$ cat config.mk
export PLATFORM = sky130hd
export DESIGN_NAME = flux_rr_scheduler
export DESIGN_NICKNAME = d
export VERILOG_FILES = /design/src/rtl/flux_rr_scheduler.sv
export SDC_FILE = /design/constraint.sdc
export NUM_CORES = 1
export LEC_CHECK = 0
export ABC_AREA = 1
export CORE_AREA = 2 2 39 41
export DETAILED_ROUTE_END_ITERATION = 8
export DIE_AREA = 0 0 41 43
export DONT_BUFFER_PORTS = 1
export PLACE_DENSITY = 0.53
export REMOVE_ABC_BUFFERS = 1
export SLEW_MARGIN = 20
export SYNTH_ARGS = -nofsm -noshare
export SYNTH_HDL_FRONTEND = slang
export SYNTH_SLANG_ARGS = --single-unit
$ cat constraint.sdc
create_clock -name clk -period 1.44 [get_ports clk]
set_input_delay 0 -clock clk [delete_from_list [all_inputs] [get_ports clk]]
set_output_delay 0 -clock clk [all_outputs]
set_load 0.005 [all_outputs]
$ cat src/rtl/flux_rr_scheduler.sv
// Rotating-priority flux arbiter with a starvation watchdog and optional block lock.
// Define BURST_LOCK_EN to compile in the block lock FSM; otherwise lock outputs are tied to 0.
module flux_rr_scheduler #(
    parameter int FLUX       = 2,
    parameter int TAG_WIDTH  = (FLUX > 1) ? $clog2(FLUX) : 1,
    parameter int MAX_WAIT   = 15,
    parameter int WAIT_WIDTH = $clog2(MAX_WAIT + 1)
) (
    input  logic                 clk,
    input  logic                 rst,
    input  logic [FLUX-1:0]      req,
    input  logic [FLUX-1:0]      blk_start,
    input  logic [FLUX-1:0]      blk_last,
    output logic [FLUX-1:0]      grant,
    output logic [TAG_WIDTH-1:0] tag,
    output logic                 grant_valid,
    output logic                 lock_active,
    output logic [TAG_WIDTH-1:0] locked_tag
);

    localparam logic [WAIT_WIDTH-1:0] WAIT_SAT = WAIT_WIDTH'(MAX_WAIT);
    localparam logic [TAG_WIDTH:0]    FLUX_W   = (TAG_WIDTH + 1)'(FLUX);
    localparam logic [TAG_WIDTH-1:0]  LAST_TAG = TAG_WIDTH'(FLUX - 1);

    logic [TAG_WIDTH-1:0]  ptr_reg;
    logic [TAG_WIDTH-1:0]  ptr_next;
    logic [WAIT_WIDTH-1:0] wait_cnt [FLUX];

    logic                 starve_found;
    logic [TAG_WIDTH-1:0] starve_idx;
    logic                 rr_found;
    logic [TAG_WIDTH-1:0] rr_idx;
    logic [TAG_WIDTH:0]   rr_cand;
    logic                 lock_hit;
    logic                 from_lock;
    logic                 any_req;
    logic [TAG_WIDTH-1:0] sel;

    // Descending scans leave the lowest qualifying index in the result.
    always_comb begin
        starve_found = 1'b0;
        starve_idx   = '0;
        for (int i = FLUX - 1; i >= 0; i--) begin
            if (req[i] && (wait_cnt[i] == WAIT_SAT)) begin
                starve_found = 1'b1;
                starve_idx   = TAG_WIDTH'(i);
            end
        end
    end

    always_comb begin
        rr_found = 1'b0;
        rr_idx   = '0;
        rr_cand  = '0;
        for (int k = FLUX - 1; k >= 0; k--) begin
            rr_cand = {1'b0, ptr_reg} + (TAG_WIDTH + 1)'(k);
            if (rr_cand >= FLUX_W) begin
                rr_cand = rr_cand - FLUX_W;
            end
            if (req[rr_cand[TAG_WIDTH-1:0]]) begin
                rr_found = 1'b1;
                rr_idx   = rr_cand[TAG_WIDTH-1:0];
            end
        end
    end

`ifdef BURST_LOCK_EN
    localparam logic [0:0] ST_UNLOCKED = 1'b0;
    localparam logic [0:0] ST_LOCKED   = 1'b1;

    logic [0:0]           state_reg;
    logic [TAG_WIDTH-1:0] locked_tag_reg;

    assign lock_hit = (state_reg == ST_LOCKED) && req[locked_tag_reg];

    // Only the granted flux's block markers matter; a starvation grant elsewhere leaves the lock alone.
    always_ff @(posedge clk) begin
        if (rst) begin
            state_reg      <= ST_UNLOCKED;
            locked_tag_reg <= '0;
        end else begin
            case (state_reg)
                ST_UNLOCKED: begin
                    if (any_req && blk_start[sel] && !blk_last[sel]) begin
                        state_reg      <= ST_LOCKED;
                        locked_tag_reg <= sel;
                    end
                end
                default: begin
                    if (any_req && (sel == locked_tag_reg) && blk_last[sel]) begin
                        state_reg      <= ST_UNLOCKED;
                        locked_tag_reg <= '0;
                    end
                end
            endcase
        end
    end

    assign lock_active = (state_reg == ST_LOCKED);
    assign locked_tag  = locked_tag_reg;
`else
    logic unused_blk;
    assign unused_blk  = ^{blk_start, blk_last};
    assign lock_hit    = 1'b0;
    assign lock_active = 1'b0;
    assign locked_tag  = '0;
`endif

    always_comb begin
        any_req   = |req;
        from_lock = 1'b0;
        sel       = '0;
        if (starve_found) begin
            sel = starve_idx;
        end else if (lock_hit) begin
            sel       = locked_tag;
            from_lock = 1'b1;
        end else if (rr_found) begin
            sel = rr_idx;
        end
    end

    assign grant       = any_req ? (FLUX'(1) << sel) : '0;
    assign tag         = any_req ? sel : '0;
    assign grant_valid = any_req;

    // Lock-path grants leave the rotation pointer where round-robin last stopped.
    always_comb begin
        ptr_next = ptr_reg;
        if (any_req && !from_lock) begin
            ptr_next = (sel == LAST_TAG) ? '0 : sel + 1'b1;
        end
    end

    always_ff @(posedge clk) begin
        if (rst) begin
            ptr_reg <= '0;
        end else begin
            ptr_reg <= ptr_next;
        end
    end

    genvar gi;
    generate
        for (gi = 0; gi < FLUX; gi++) begin : g_wait
            logic [WAIT_WIDTH-1:0] cnt_reg;
            logic [WAIT_WIDTH-1:0] cnt_next;

            always_comb begin
                cnt_next = cnt_reg;
                if (!req[gi] || grant[gi]) begin
                    cnt_next = '0;
                end else if (cnt_reg != WAIT_SAT) begin
                    cnt_next = cnt_reg + 1'b1;
                end
            end

            always_ff @(posedge clk) begin
                if (rst) begin
                    cnt_reg <= '0;
                end else begin
                    cnt_reg <= cnt_next;
                end
            end

            assign wait_cnt[gi] = cnt_reg;
        end
    endgenerate

endmodule

==> results.json <==
{
  "drv_cap": 0,
  "power_switching_mw": 0.106,
  "syn_inst": 60,
  "synth_top_area_cell": "dfxtp_1",
  "ys_seq_elements": 9,
  "ir_worst_vdd_mv": 0.478,
  "worstSetupPathType": "flip-flop to primary output",
  "io_pins": 14,
  "hold_ws_ps": 20.2,
  "via_count": 368,
  "power_frac_seq_pct": 53.5,
  "grt_pass1_wl_mm": 1.22,
  "power.density_nw_per_um2": 894,
  "leakage_nw": 0.242,
  "layout.nets": 76,
  "dieArea_um2": 1760,
  "comb_power_share_pct": 8.7,
  "synth_area_um2": 482,
  "hold_path_class": "input port to flip-flop",
  "clock_path_buffers": 2,
  "clock-sinks": 9,
  "whs_path_depth": 3,
  "clk_pin_slew_ps": 60,
  "synthDistinctLibCells": 18,
  "drive_gt1_share_pct": 18.5,
  "routed_via_density": 4.54,
  "largest_reg_flops": 8,
  "crit_top_cell": "nand3_2",
  "insertion_delay_ps": 250,
  "hpwl_um": 536,
  "final_hold_viol_count": 0,
  "drt-initial-drc-count": 6,
  "cp.required_ps": 1440,
  "synth_area_leaders": "dfxtp_1, inv_1, nor2_1",
  "rows": 14,
  "wl_um": 775,
  "syn_area_per_cell_um2": 8.03,
  "numCtsBuffers": 3,
  "seq_area_frac_synth_pct": 37.4,
  "die_h_um": 43,
  "min_period_ps": 1330,
  "crit_arrival_ps": 1330,
  "syn2layout_area_growth_pct": 12.5,
  "cts_htree_levels": 1,
  "ff2ff_path_depth": 6,
  "place_ws_ps": 201,
  "nFillCells": 150,
  "grt-ovfl-total": 0,
  "power_frac_clock_pct": 37.8,
  "fmax_mhz": 751,
  "grt_pass1_vias": 317,
  "post-route-drc-count": 0,
  "coreArea_um2": 1380,
  "seqCellArea_um2": 180,
  "finalMaxSlewViolations": 0,
  "ant_nets": 0,
  "yosysWarningCount": 0,
  "fin_worst_skew_ps": 4.67,
  "end_kind": "primary output",
  "cp-start-kind": "flip-flop",
  "drt_pre_antenna_iters": 3,
  "cpPeakStageDelay_ps": 370,
  "layout_setup_ws_ps": 108,
  "final.setup.tns_ps": 0,
  "num_antenna_cells": 0,
  "final_cell_mix": "dfxtp_1, inv_1, nor2_1, nand3_1, a21oi_1",
  "grtUsageTotal_pct": 10.5,
  "grt_max_degree": 6,
  "final-setup-viol-count": 0,
  "fin_crit_sh_pct": 92.5,
  "clockRootBuffer": "clkbuf_4",
  "status": "finished, final reports clean",
  "slowest_stage": "dfxtp_1",
  "cts_tree": "done",
  "routabilityCongestion": 0.625,
  "cp_max_fo": 5,
  "rsz0062_at_grt": "no",
  "antenna_found_initial": 0,
  "die_x_um": 41,
  "path_cells": "ha_2 -> nand3_2 -> nand2_2 -> nand3_2 -> nand2_1 -> inv_1",
  "multiInputGateArea_um2": 255,
  "final_common_cell": "dfxtp_1",
  "start_util_pct": 34.8,
  "swShare_pct": 21.9,
  "port_buffers": 0,
  "wl_per_cell_um": 9.57,
  "p_int_mw": 0.378,
  "synth_top_area_share_pct": 37.4
}
layout make-up:
class                   instances  share of cell area [%]
multi-input cells              41                    47.1
flip-flops and latches          9                    33.3
repair buffers                  3                    5.54
inverters                       8                    5.54
clock buffers                   4                    4.85
well taps                      16                    3.70
power by group through the flow:
stage | clock network (mW) | logic, mW | registers (mW)
2_1_floorplan | 0 | 0.0298 | 0.264
4_1_cts | 0.194 | 0.0420 | 0.259
6_report | 0.183 | 0.0424 | 0.259
3_5_place_dp | 0 | 0.0341 | 0.265
5_1_grt | 0.205 | 0.0485 | 0.260
3_3_place_gp | 0 | 0.0336 | 0.264
kinds of logic after synthesis:
logic type | after synthesis | synth area share [%]
buffers and inverters | 11 | 10.9
xor gates and xnor gates | 4 | 7.27
AOI/OAI and AO/OA | 7 | 8.05
and+or+nand+nor | 26 | 30.4
adders and majority gates | 2 | 5.19
DFF | 9 | 37.4
other | 1 | 0.778
timing repair:
| action | 4_1_cts | 5_1_grt |
|---|---|---|
| setup buffers | 0 | 0 |
| setup endpoints to repair | 0 | 3 |
| endpoints found under the hold margin | 9 | 0 |
| gates resized for setup | 0 | 1 |
| hold buffers | 3 | 0 |
Yosys cell counts:
| library cell | instances |
|---|---|
| a21oi_1 | 5 |
| a21oi_2 | 1 |
| buf_4 | 3 |
| conb_1 | 1 |
| dfxtp_1 | 9 |
| ha_1 | 2 |
| inv_1 | 8 |
| nand2_1 | 4 |
| nand2_2 | 2 |
| nand3_1 | 5 |
| nand3_2 | 2 |
| nand4_1 | 2 |
| nand4_2 | 2 |
| nor2_1 | 8 |
| nor2_2 | 1 |
| o21ai_0 | 1 |
| xnor2_1 | 2 |
| xor2_1 | 2 |
through the flow:
step / std cells / instance area, um2 / utilization (%) / power [mW]
after global placement: 74 / 483 / 34.9 / 0.298
after CTS: 81 / 539 / 39.0 / 0.495
after global routing: 81 / 542 / 39.2 / 0.514
after detailed placement: 74 / 483 / 34.9 / 0.299
final: 81 / 542 / 39.2 / 0.484
after floorplan: 58 / 463 / - / 0.294
routing by layer:
layer  GRT usage [%]  part of all wire [%]
met1            10.5                    44
met2            17.5                    50
met3            8.38                   5.9
met4               0                     0
met5               0                     0
worst paths after layout:
| check | to | slack [ps] | startpoint |
|---|---|---|---|
| min reg2reg | ptr_reg | 500 | ptr_reg |
| min | g_wait[1].cnt_reg[2] | 20 | req[1] |
| max reg2reg | ptr_reg | 240 | g_wait[1].cnt_reg[0] |
| max | grant[0] | 110 | g_wait[1].cnt_reg[0] |
critical path: cells and delay by family, from the launching register on:
kind | cells | cell delay (ps)
simple gates | 4 | 410
flops | 1 | 370
buf+inv | 1 | 50
fa+ha+maj | 1 | 240
(Power assumes the default switching activity.)
